`config.mk`:
```
export PLATFORM = sky130hd
export DESIGN_NAME = fifo_mem_sequencer
export DESIGN_NICKNAME = d
export VERILOG_FILES = /design/src/rtl/fifo_seq_pkg.sv /design/src/rtl/fifo_seq_ptr.sv /design/src/rtl/fifo_mem_sequencer.sv
export SDC_FILE = /design/constraint.sdc
export NUM_CORES = 1
export LEC_CHECK = 0
export CORE_UTILIZATION = 47
export DETAILED_ROUTE_END_ITERATION = 7
export PLACE_DENSITY_LB_ADDON = 0.2
export SKIP_LAST_GASP = 1
export SLEW_MARGIN = 40
export SYNTH_ARGS = -nofsm -noshare
export SYNTH_HDL_FRONTEND = slang
export SYNTH_SLANG_ARGS = --single-unit
```
`constraint.sdc`:
```
create_clock -name clk -period 4.1 [get_ports clk]
set_clock_uncertainty 0.2 [all_clocks]
set_input_delay 0.615 -clock clk [delete_from_list [all_inputs] [get_ports clk]]
set_output_delay 0.615 -clock clk [all_outputs]
set_load 0.01 [all_outputs]
```
`src/rtl/fifo_seq_pkg.sv`:
```
// Shared types for the FIFO memory sequencer: memory command codes and controller states.
package fifo_seq_pkg;

   typedef enum logic [1:0] {
      RWC_IDLE   = 2'd0,
      RWC_WRITE  = 2'd1,
      RWC_READ   = 2'd2,
      RWC_BYPASS = 2'd3
   } rwc_e;

   typedef enum logic [2:0] {
      ST_IDLE = 3'd0,
      ST_WR   = 3'd1,
      ST_RD   = 3'd2,
      ST_BYP  = 3'd3,
      ST_OUT  = 3'd4
   } state_e;

endpackage

```
`src/rtl/fifo_seq_ptr.sv`:
```
// Write/read pointers and occupancy for the FIFO memory sequencer.
// Pointers wrap naturally because DEPTH is a power of two.
module fifo_seq_ptr #(
   parameter int DEPTH = 1024,
   parameter int AW    = $clog2(DEPTH)
) (
   input  logic          clk,
   input  logic          rst_n,
   input  logic          inc_wr,
   input  logic          inc_rd,
   output logic [AW-1:0] wr_ptr,
   output logic [AW-1:0] rd_ptr,
   output logic [AW:0]   count,
   output logic          full,
   output logic          empty
);

   localparam logic [AW:0] FULL_CNT = (AW+1)'(DEPTH);

   logic wr_ok;
   logic rd_ok;

   assign full  = (count == FULL_CNT);
   assign empty = (count == '0);
   assign wr_ok = inc_wr && !full;
   assign rd_ok = inc_rd && !empty;

   always_ff @(posedge clk or negedge rst_n) begin
      if (!rst_n) begin
         wr_ptr <= '0;
         rd_ptr <= '0;
         count  <= '0;
      end else begin
         if (wr_ok) wr_ptr <= wr_ptr + 1'b1;
         if (rd_ok) rd_ptr <= rd_ptr + 1'b1;
         case ({wr_ok, rd_ok})
            2'b10:   count <= count + 1'b1;
            2'b01:   count <= count - 1'b1;
            default: count <= count;
         endcase
      end
   end

endmodule

```
`src/rtl/fifo_mem_sequencer.sv`:
```
// FIFO built on an external dual-port memory, one memory command in flight at a time.
// Define FIFO_SEQ_BYPASS_EN to route data arriving at an empty FIFO through the BYP path.
//
// state | meaning
// IDLE  | choose next command (bypass, read, write) or wait
// WR    | write held data at wr_ptr until mem_wready
// RD    | read at rd_ptr until mem_rvalid, capture to out_data
// BYP   | write held data, then read it back at the same address
// OUT   | present out_data until out_ready
import fifo_seq_pkg::*;

module fifo_mem_sequencer #(
   parameter  int WIDTH = 8,
   parameter  int DEPTH = 1024,
   localparam int AW    = $clog2(DEPTH)
) (
   input  logic             clk,
   input  logic             rst_n,
   input  logic [WIDTH-1:0] in_data,
   input  logic             in_valid,
   output logic             in_ready,
   output logic [WIDTH-1:0] out_data,
   output logic             out_valid,
   input  logic             out_ready,
   output logic [1:0]       mem_rwc,
   output logic [AW-1:0]    mem_wa,
   output logic [AW-1:0]    mem_ra,
   output logic [WIDTH-1:0] mem_wdata,
   output logic             mem_wvalid,
   input  logic             mem_wready,
   input  logic [WIDTH-1:0] mem_rdata,
   input  logic             mem_rvalid,
   output logic             mem_rready,
   output logic [AW:0]      count,
   output logic             full,
   output logic             empty
);

   state_e           state, state_nxt;
   rwc_e             rwc;
   logic             byp_wdone, byp_wdone_nxt;
   logic [WIDTH-1:0] hold_data;
   logic [WIDTH-1:0] out_data_q;
   logic             inc_wr, inc_rd;
   logic             capture_in, capture_out;

   fifo_seq_ptr #(.DEPTH(DEPTH), .AW(AW)) u_ptr (
      .clk    (clk),
      .rst_n  (rst_n),
      .inc_wr (inc_wr),
      .inc_rd (inc_rd),
      .wr_ptr (mem_wa),
      .rd_ptr (mem_ra),
      .count  (count),
      .full   (full),
      .empty  (empty)
   );

   assign mem_rwc   = rwc;
   assign mem_wdata = hold_data;
   assign out_data  = out_data_q;

   always_comb begin
      state_nxt     = state;
      byp_wdone_nxt = byp_wdone;
      rwc           = RWC_IDLE;
      inc_wr        = 1'b0;
      inc_rd        = 1'b0;
      capture_in    = 1'b0;
      capture_out   = 1'b0;
      in_ready      = 1'b0;
      out_valid     = 1'b0;
      mem_wvalid    = 1'b0;
      mem_rready    = 1'b0;
      case (state)
         ST_IDLE: begin
`ifdef FIFO_SEQ_BYPASS_EN
            if (empty && in_valid && out_ready) begin
               state_nxt     = ST_BYP;
               capture_in    = 1'b1;
               byp_wdone_nxt = 1'b0;
            end else
`endif
            if (!empty && out_ready) begin
               state_nxt = ST_RD;
            end else if (in_valid && !full) begin
               state_nxt  = ST_WR;
               capture_in = 1'b1;
            end
            in_ready = capture_in;
         end
         ST_WR: begin
            rwc        = RWC_WRITE;
            mem_wvalid = 1'b1;
            if (mem_wready) begin
               inc_wr    = 1'b1;
               state_nxt = ST_IDLE;
            end
         end
         ST_RD: begin
            rwc        = RWC_READ;
            mem_rready = 1'b1;
            if (mem_rvalid) begin
               capture_out = 1'b1;
               inc_rd      = 1'b1;
               state_nxt   = ST_OUT;
            end
         end
         ST_BYP: begin
            // Empty FIFO: wr_ptr == rd_ptr, so the read-back returns the word just written.
            rwc = RWC_BYPASS;
            if (!byp_wdone) begin
               mem_wvalid = 1'b1;
               if (mem_wready) byp_wdone_nxt = 1'b1;
            end else begin
               mem_rready = 1'b1;
               if (mem_rvalid) begin
                  capture_out   = 1'b1;
                  byp_wdone_nxt = 1'b0;
                  state_nxt     = ST_OUT;
               end
            end
         end
         ST_OUT: begin
            out_valid = 1'b1;
            if (out_ready) state_nxt = ST_IDLE;
         end
         default: state_nxt = ST_IDLE;
      endcase
   end

   always_ff @(posedge clk or negedge rst_n) begin
      if (!rst_n) begin
         state      <= ST_IDLE;
         byp_wdone  <= 1'b0;
         hold_data  <= '0;
         out_data_q <= '0;
      end else begin
         state     <= state_nxt;
         byp_wdone <= byp_wdone_nxt;
         if (capture_in)  hold_data  <= in_data;
         if (capture_out) out_data_q <= mem_rdata;
      end
   end

endmodule
```
==> results.tsv, run 1 <==
metric	value	unit
drt total wl	5.733	mm
multi-input logic area	1252	um2
RSZ-0062 raised after global routing	false	
antenna-violating nets left	0	
initial antenna violation count	0	
fin util	67.85	%
Clock Pin Slew Worst Setup and Hold Paths	0.09	ns
CP bufs+invs	1	
Die H	76.56	um
FF+latch area	1276	um2
crit start category	flip-flop	
power density over the cells	695.8	nW/um2
HPWL after DPL	4.340	mm
Layout Cells excl Fill	387	
Cell Rows	26	
cell mode on critical path	ha_1	
share of the synthesized area in the top cell type	48.85	%
total congestion overflow	0	
sequential share of the synthesized area	48.85	%
post-synth top area cell	dfrtp_1	
filler cell count	435	
Iter 0 DRT Violations	118	
Starting Density	49.88	%
sequential power share	35.8	%
Max-cap violations	0	
Mapped Area	2613	um2
flops & latches, synth	51	
most frequent cells in the layout	clkdlybuf4s50_1 (75), dfrtp_1 (51), nand2_1 (21)	
CP max FO	11	
share of layout cells above drive strength 1	11.36	%
CTS tree	done	
Pre-Repair DR Iteration Count	4	
hold buffer count at CTS	0	
Clock Power Share	13.9	%
status	finished, final reports clean	
WP data arrival	3.86	ns
largest net degree at the start of global routing	29	
setup bufs post-CTS	0	
switch share	37.61	%
Tmin final	3.835	ns
CP top delay family	simple AND/OR/NAND/NOR gates	
kind of critical path	flip-flop to flip-flop	
Antenna diodes	0	
Root Driver	clkbuf_8	
drc violations	0	
Die ar.	5861	um2
Final Hold Viols	0	
CTS Buffer Depth	2	
dpl cell area	3447	um2
Netlist cell types	44	
io pins	77	
Hold Crit Class	input port to async pin	
commonest non-fill, non-tap cell in the layout	clkdlybuf4s50_1	
Int Power	1.542	mW
# setup viols final	0	
number of global-route vias before repair	2031	
Die Width	76.56	um
max-slew violation count	0	
Core ar.	5238	um2
combinational cell fraction of total power	50.3	%
period utilization	93.53	%
Area contributors post-synth	dfrtp_1 (49%), mux2_2 (7.3%), ha_1 (5.7%), xnor2_1 (4.7%), xor2_1 (3.4%)	
placer congestion estimate	0.9185	
highest achievable clock rate	260.8	MHz
warnings from Yosys	0	
placed insts	380	
first-pass GRT wire length	9.666	mm
CP max-delay cell	dfrtp_1	
IO Port Bufs	76	
vias post-DR	2077	
Psw	929.9	uW
clk sinks	51	
CP Data Required Time	4.13	ns
synth-to-layout area growth	36.02	%
CP Cell Sequence	nor4_4 -> nand4b_1 -> nand4_2 -> inv_1 -> ha_1 -> ha_1 -> a21o_1 -> a21oi_1 -> nand2_1 -> a311oi_1 -> mux2i_1 -> xnor2_1	
Post-Synthesis Cells	236	
DR WL/cell	14.81	um
Layout Nets	352	
mean post-synth cell area	11.07	um2
worst slew pin tran	0.6407	ns
GRT Util Overall	20.75	%
routed vias/inst	5.367	
H-tree levels	2	
Static Leak	1.629	nW
post-synth net total	271	
clock network latency to the later pin of the worst-skew pair	0.30	ns
Worst VDD drop	442.8	uV
CP max stage delay	0.45	ns
total CTS buffers	5	
number of gates resized after CTS	0	
Crit. End Element	flip-flop	
design area	3553	um2
max_slew headroom	57.29	%
Setup TNS	0	ns
## through the flow
step	hold WS, ns	setup WS, ns	power, mW
after floorplan	0.1194	0.7567	1.566
after global placement	0.2567	0.4065	2.098
after detailed placement	0.2587	0.2573	2.138
after CTS	0.1440	0.3026	2.483
after global routing	0.1778	0.1014	2.633
final	0.1268	0.2652	2.472
## state kept, by name (all words and copies together), names as in the netlist
signal,flops
byp_wdone,1
out_data,8
state,3
u_ptr.rd_ptr,10
mem_wdata,8
u_ptr.count,11
u_ptr.wr_ptr,10
## Yosys cell counts
cell and count:
buf_2 1, nand2b_1 3, a311oi_1 1, a31oi_1 2, a21oi_2 1, and3_1 3, o22a_1 1, buf_1 1
a21oi_1 5, xor2_1 10, nor4_4 2, fa_1 1, a221oi_1 1, inv_1 14, mux2i_1 1, buf_4 1
buf_6 1, nor3_1 4, xnor2_1 14, nand4_1 5, a32o_1 1, dfrtp_1 51, ha_1 12, o21a_1 4
nand2_1 21, o21bai_1 1, nand4b_1 1, a21o_1 5, and2_1 1, nand3_1 10, nor2_1 13, o21ai_0 8
o31ai_1 4, a21boi_0 2, nor2_2 2, mux2_2 17, clkbuf_1 1, or3_1 1, o2111ai_1 1, a41oi_1 1
nand4_2 3, nor2b_1 2, and4b_1 1, nor3b_1 1
## logic make-up (layout without fill, tap and decap cells)
family / count (synthesis) / after routing / synth area share [%]
compound gates: 38 / 38 / 9.962
simple gates: 73 / 73 / 15.71
buf+inv: 19 / 100 / 3.208
xor+xnor: 24 / 24 / 8.046
mux: 18 / 18 / 7.711
flops: 51 / 51 / 48.85
fa+ha+maj: 13 / 13 / 6.513
## path summary, 6_finish.rpt
kind                                              from                           to  slack, ns  cells after the start
max                         u_ptr.count[7]$_DFFE_PN0P_  u_ptr.count[10]$_DFFE_PN0P_       0.27                     12
min                                              rst_n      out_data[5]$_DFFE_PN0P_       0.13                      1
max reg2reg                 u_ptr.count[7]$_DFFE_PN0P_  u_ptr.count[10]$_DFFE_PN0P_       0.27                     12
min reg2reg                u_ptr.wr_ptr[9]$_DFFE_PN0P_  u_ptr.wr_ptr[9]$_DFFE_PN0P_       0.27                      1
max in group asynchronous                        rst_n  u_ptr.wr_ptr[7]$_DFFE_PN0P_       2.82                      2
min in group clk           u_ptr.wr_ptr[9]$_DFFE_PN0P_  u_ptr.wr_ptr[9]$_DFFE_PN0P_       0.27                      1
## metal layers
metal	share of wire [%]	vias up	wire length (um)	track usage, %
li1	-	989	-	-
met1	46	1021	2621	27.40
met2	49	61	2809	34.32
met3	4.0	6	227	3.473
met4	1.3	0	75	7.500
met5	0	-	0	0
## cell type report
type,instances,share of cell area [%]
clock inverter,2,1.056
multi-input combinational,166,35.25
sequential,51,35.92
inverter,14,1.479
clock buffer,5,1.937
timing repair buffer,79,21.90
tap,70,2.465
## power groups by stage
stage | clock (mW) | sequential, mW | combinational, mW
2_1_floorplan | 0 | 0.923 | 0.643
3_3_place_gp | 0 | 0.880 | 1.22
3_5_place_dp | 0 | 0.892 | 1.25
4_1_cts | 0.349 | 0.883 | 1.25
5_1_grt | 0.369 | 0.913 | 1.35
6_report | 0.343 | 0.886 | 1.24
Power figures use the tool's default switching activity.
==> inputs of run 2 (changes only) <==
CORE_UTILIZATION = 51   (was 47)
GPL_TIMING_DRIVEN = 0   (was not set)
SETUP_SLACK_MARGIN = 0.3   (was not set)
clock period = 4.44 ns   (was 4.1 ns; I/O delays follow)
==> results.tsv, run 2 (same netlist as run 1, synthesis figures left out) <==
metric	value	unit
drc violations	0	
hold buffer count at CTS	0	
Static Leak	1.653	nW
Reg-to-Reg Start	u_ptr.count[1]$_DFFE_PN0P_	
CP max FO	11	
clock network latency to the later pin of the worst-skew pair	0.30	ns
max-slew violation count	0	
Clock Power Share	14.3	%
switch share	36.86	%
Root Driver	clkbuf_8	
Setup TNS	0	ns
vias post-DR	2068	
share of layout cells above drive strength 1	11.84	%
GRT Util Overall	21.57	%
max_slew headroom	66.68	%
worst setup path start	u_ptr.count[1]$_DFFE_PN0P_	
max reg flops	11	
WP data arrival	3.91	ns
CTS tree	done	
Pre-Repair DR Iteration Count	6	
dpl cell area	3475	um2
# setup viols final	0	
worst slew pin tran	0.4998	ns
Tmin final	3.882	ns
Layout Nets	355	
crit start category	flip-flop	
initial antenna violation count	0	
first-pass GRT wire length	8.818	mm
Antenna diodes	0	
antenna-violating nets left	0	
CTS Buffer Depth	2	
Iter 0 DRT Violations	85	
largest net degree at the start of global routing	30	
RSZ-0062 raised after global routing	false	
FF+latch area	1276	um2
total CTS buffers	5	
period utilization	87.44	%
kind of critical path	flip-flop to flip-flop	
setup bufs post-CTS	0	
DR WL/cell	14.22	um
multi-input logic area	1252	um2
commonest non-fill, non-tap cell in the layout	clkdlybuf4s50_1	
highest achievable clock rate	257.6	MHz
number of gates resized after CTS	0	
biggest regs	u_ptr.count (11), u_ptr.rd_ptr (10), u_ptr.wr_ptr (10)	
Hold Crit Class	input port to async pin	
synth-to-layout area growth	37.50	%
CP Data Required Time	4.46	ns
routed vias/inst	5.330	
Most flops, register	u_ptr.count	
H-tree levels	2	
design area	3592	um2
filler cell count	369	
flop-to-flop setup slack	0.56	ns
Cell Rows	25	
Die ar.	5413	um2
Worst VDD drop	480.8	uV
sequential power share	34.8	%
Crit. End Element	flip-flop	
most frequent cells in the layout	clkdlybuf4s50_1 (75), dfrtp_1 (51), nand2_1 (21)	
Die Width	73.57	um
Psw	845.6	uW
clk sinks	51	
status	finished, final reports clean	
Core ar.	4817	um2
Layout Cells excl Fill	388	
Die H	73.57	um
Clock Pin Slew Worst Setup and Hold Paths	0.09	ns
drt total wl	5.517	mm
combinational cell fraction of total power	50.9	%
fin util	74.57	%
Starting Density	54.23	%
HPWL after DPL	4.181	mm
placed insts	380	
number of global-route vias before repair	1907	
placer congestion estimate	0.8693	
total congestion overflow	0	
IO Port Bufs	76	
io pins	77	
Int Power	1.448	mW
Final Hold Viols	0	
Max-cap violations	0	
power density over the cells	638.6	nW/um2
Power Total	2.294	mW
R2R cell count	12	
-- run 2: changes by cell type in the layout (fill, tap and decap cells not counted) --
cell        delta
buf_1          +1
clkinv_2       +1
clkinvlp_4     -1
buf_12         +1
clkbuf_8       +1
buf_4          -1
clkbuf_1       +1
buf_6          +1
-- run 2: area by class of cell --
cell class | instances | area share [%]
inverter | 14 | 1.463
timing repair buffer | 77 | 21.66
multi-input combinational | 166 | 34.87
sequential | 51 | 35.53
clock buffer | 6 | 2.299
clock inverter | 2 | 0.9753
tap | 67 | 2.334
buffer | 5 | 0.8708
-- run 2: layer usage --
metal  vias up  track usage (%)  share of wire [%]
li1        998                -                  -
met1      1000            27.93                 43
met2        60            36.29                 50
met3        10            3.018                4.7
met4         0            8.974                2.1
met5         -                0                  0
-- run 2: per-stage QoR --
stage	hold WS [ns]	setup slack (ns)
final	0.04114	0.5577
after global routing	0.05897	0.3332
after CTS	0.05063	0.5560
after floorplan	0.1704	1.097
after detailed placement	0.2600	0.3814
after global placement	0.2565	0.4275
-- run 2: power by group through the flow --
stage | logic (mW) | registers [mW] | clock network [mW]
2_1_floorplan | 0.594 | 0.853 | 0
3_3_place_gp | 1.14 | 0.796 | 0
3_5_place_dp | 1.17 | 0.804 | 0
4_1_cts | 1.18 | 0.796 | 0.337
5_1_grt | 1.27 | 0.824 | 0.355
6_report | 1.17 | 0.799 | 0.327
-- run 2: final timing paths --
path | end
worst min register to register | u_ptr.wr_ptr[9]$_DFFE_PN0P_
worst min-delay path | u_ptr.rd_ptr[6]$_DFFE_PN0P_
worst max-delay path | u_ptr.count[10]$_DFFE_PN0P_
worst max register to register | u_ptr.count[10]$_DFFE_PN0P_
max in group asynchronous | u_ptr.count[0]$_DFFE_PN0P_
min in group clk | u_ptr.wr_ptr[9]$_DFFE_PN0P_
-- run 2: worst max-delay path: stages (launching register included) --
cell and delay (ns):
dfrtp_1 0.46, nor4_4 0.38, nand4b_1 0.26, nand4_2 0.27, inv_1 0.11, ha_1 0.38, ha_1 0.40, nor2b_1 0.16
o2111ai_1 0.23, nand2_1 0.11, a311oi_1 0.44, mux2i_1 0.27, xnor2_1 0.13
==> RTL edit: new RTL, config.mk and constraints of run 1 <==
Reset style: synchronous (`rst_n`), changed in 2 clocked blocks.
--- a/src/rtl/fifo_seq_ptr.sv
+++ b/src/rtl/fifo_seq_ptr.sv
@@ -26,5 +26,5 @@
    assign rd_ok = inc_rd && !empty;
 
-   always_ff @(posedge clk or negedge rst_n) begin
+   always_ff @(posedge clk) begin
       if (!rst_n) begin
          wr_ptr <= '0;
--- a/src/rtl/fifo_mem_sequencer.sv
+++ b/src/rtl/fifo_mem_sequencer.sv
@@ -130,5 +130,5 @@
    end
 
-   always_ff @(posedge clk or negedge rst_n) begin
+   always_ff @(posedge clk) begin
       if (!rst_n) begin
          state      <= ST_IDLE;
Behaviour: differs if rst_n is asserted again (counterexample within 4 cycles, from zero or initial values and one cycle with rst_n low); with rst_n held inactive, the same outputs for 10 cycles.
==> RTL edit against run 1 <==
- sequential cell count is the same
- routed wire length increased by 1.3%
- synthesized area grew 4.6%
- worst setup slack improved by 0.27 ns
- cell area increased by 4.1%
- critical endpoint is now in_ready
- largest cell class is now multi-input combinational cells
Power is not compared: it rests on default switching activity, and its combinational part moved more than twofold at a synthesized area within 25%.
==> RTL edit: results (changes against run 1) <==
| Metric | Value |
|---|---|
| Status | `finished clean` |
| Met3 routed WL | `358 um (+58%)` |
| Clk buf depth | `2 (unchanged)` |
| Commonest cells in the synthesized netlist | `dfxtp_1 (51), nand2_1 (23), and2_1 (21)` |
| Port-buffer cells | `76 (unchanged)` |
| DP HPWL | `4370 um (+0.74%)` |
| Diodes inserted | `0 (unchanged)` |
| Syn_nets | `330 (+22%)` |
| Sw Ratio | `0.251` |
| Initial antenna violation count | `0 (unchanged)` |
| Fillers | `490 (+13%)` |
| Max-slew headroom | `0.544 (-0.0291)` |
| Met2 wire len | `2730 um (-2.8%)` |
| Post-CTS sizing | `0 (unchanged)` |
| Clock root buffer | `clkbuf_8` |
| First-pass GRT wire length | `9570 um (-0.99%)` |
| Post-DR wirelength/cell | `13.0 um (-12%)` |
| Pre-CTS WS | `0.249 ns (-0.00832 ns)` |
| Synth area leaders | `dfxtp_1 (37%), ha_1 (5.5%), and2_1 (4.8%)` |
| Via Count | `2344 (+13%)` |
| Fraction of registers with async set/reset | `0 (-1.00)` |
| Total GRT Usage | `0.195 (-0.0129)` |
| Top Registers | `u_ptr.count x11, u_ptr.rd_ptr x10, u_ptr.wr_ptr x10` |
| Final net count | `409 (+16%)` |
| Synth unique cells | `48 (+9.1%)` |
| Post-CTS Setup Inserts | `0 (unchanged)` |
| RePlAce Congestion | `0.781 (-15%)` |
| Vias in the first global route | `2196 (+8.1%)` |
| CP max FO | `9 (-2)` |
| Max IR drop VDD | `roughly 0.25 mV` |
| Initial Utilization | `0.493 (-0.00535)` |
| M1 wire length | `2670 um (+1.9%)` |
| Path depth of the worst reg2reg path | `10 (-2)` |
| Layout cells sized above 1 | `0.0667 (-0.0469)` |
| Hold Path Class | `flip-flop to flip-flop` |
| Iter 0 DRT Violations | `49 (-58%)` |
| CTS H-tree lvls | `2 (unchanged)` |
| Register area share after synthesis | `0.373 (-0.115)` |
| Synthesis warning total | `0 (unchanged)` |
| Largest net degree at the start of global routing | `24 (-17%)` |
RTL edit: changes by cell type in the layout (fill, tap and decap cells not counted), sizes merged, moves of 5 or more:
cell | before | now
a21boi | 2 | 14
mux2i | 1 | 13
dfrtp | 51 | 0
dfxtp | 0 | 51
mux2 | 17 | 1
and2 | 1 | 21
nand3 | 10 | 20
inv | 14 | 9
nor2b | 2 | 17
RTL edit: kinds of logic (layout without fill, tap and decap cells):
family,after synthesis,in the layout,share of synthesized area
mux,14,14,0.0517
flops,51,51,0.373
fa+ha+maj,13,13,0.0622
xor+xnor,23,23,0.0737
buf+inv,18,98,0.0275
compound gates,50,50,0.136
simple gates,126,126,0.275
RTL edit: power by group through the flow:
stage               sequential (W)  clock, W  combinational, W
finish                    0.000524  0.000359          0.000164
global route              0.000527  0.000391          0.000177
CTS                       0.000525  0.000369          0.000165
floorplan                 0.000539         0         0.0000854
detailed placement        0.000536         0          0.000165
global placement          0.000535         0          0.000163
RTL edit: per-stage QoR:
stage	cell area [um2]	cells	power, W
6_report	3700	447	0.00105
5_1_grt	3700	447	0.00109
4_1_cts	3700	447	0.00106
3_5_place_dp	3580	439	0.000700
3_3_place_gp	3580	439	0.000698
2_1_floorplan	2730	295	0.000624
RTL edit: area by class of cell:
class,count,area (um2),share of cell area
Multi-Input combinational cell,226,1640,0.443
Sequential cell,51,1020,0.276
Timing Repair Buffer,82,806,0.218
Tap cell,72,90.1,0.0243
Clock buffer,5,68.8,0.0186
Clock inverter,3,46.3,0.0125
Inverter,8,30.0,0.00812
RTL edit: layer usage:
layer	GRT usage	vias up
met4	0.0500	0
met5	0	-
li1	-	1191
met1	0.237	1096
met2	0.336	52
met3	0.0547	5
RTL edit: worst paths after layout:
| path | start | end | slack (ns) |
|---|---|---|---|
| hold / removal | out_data[2] | out_data[2] | 0.27 |
| setup / recovery | u_ptr.count[8] | in_ready | 0.54 |
| hold reg to reg | out_data[2] | out_data[2] | 0.27 |
| setup reg to reg | u_ptr.count[8] | u_ptr.count[10] | 0.70 |
RTL edit: critical path, cell delays in order (launching register included):
cell	delay, ns
dfxtp_1	0.39
nor4_4	0.52
nand3_2	0.19
nand2_1	0.10
nand4b_1	0.49
inv_2	0.19
clkdlybuf4s50_1	0.57
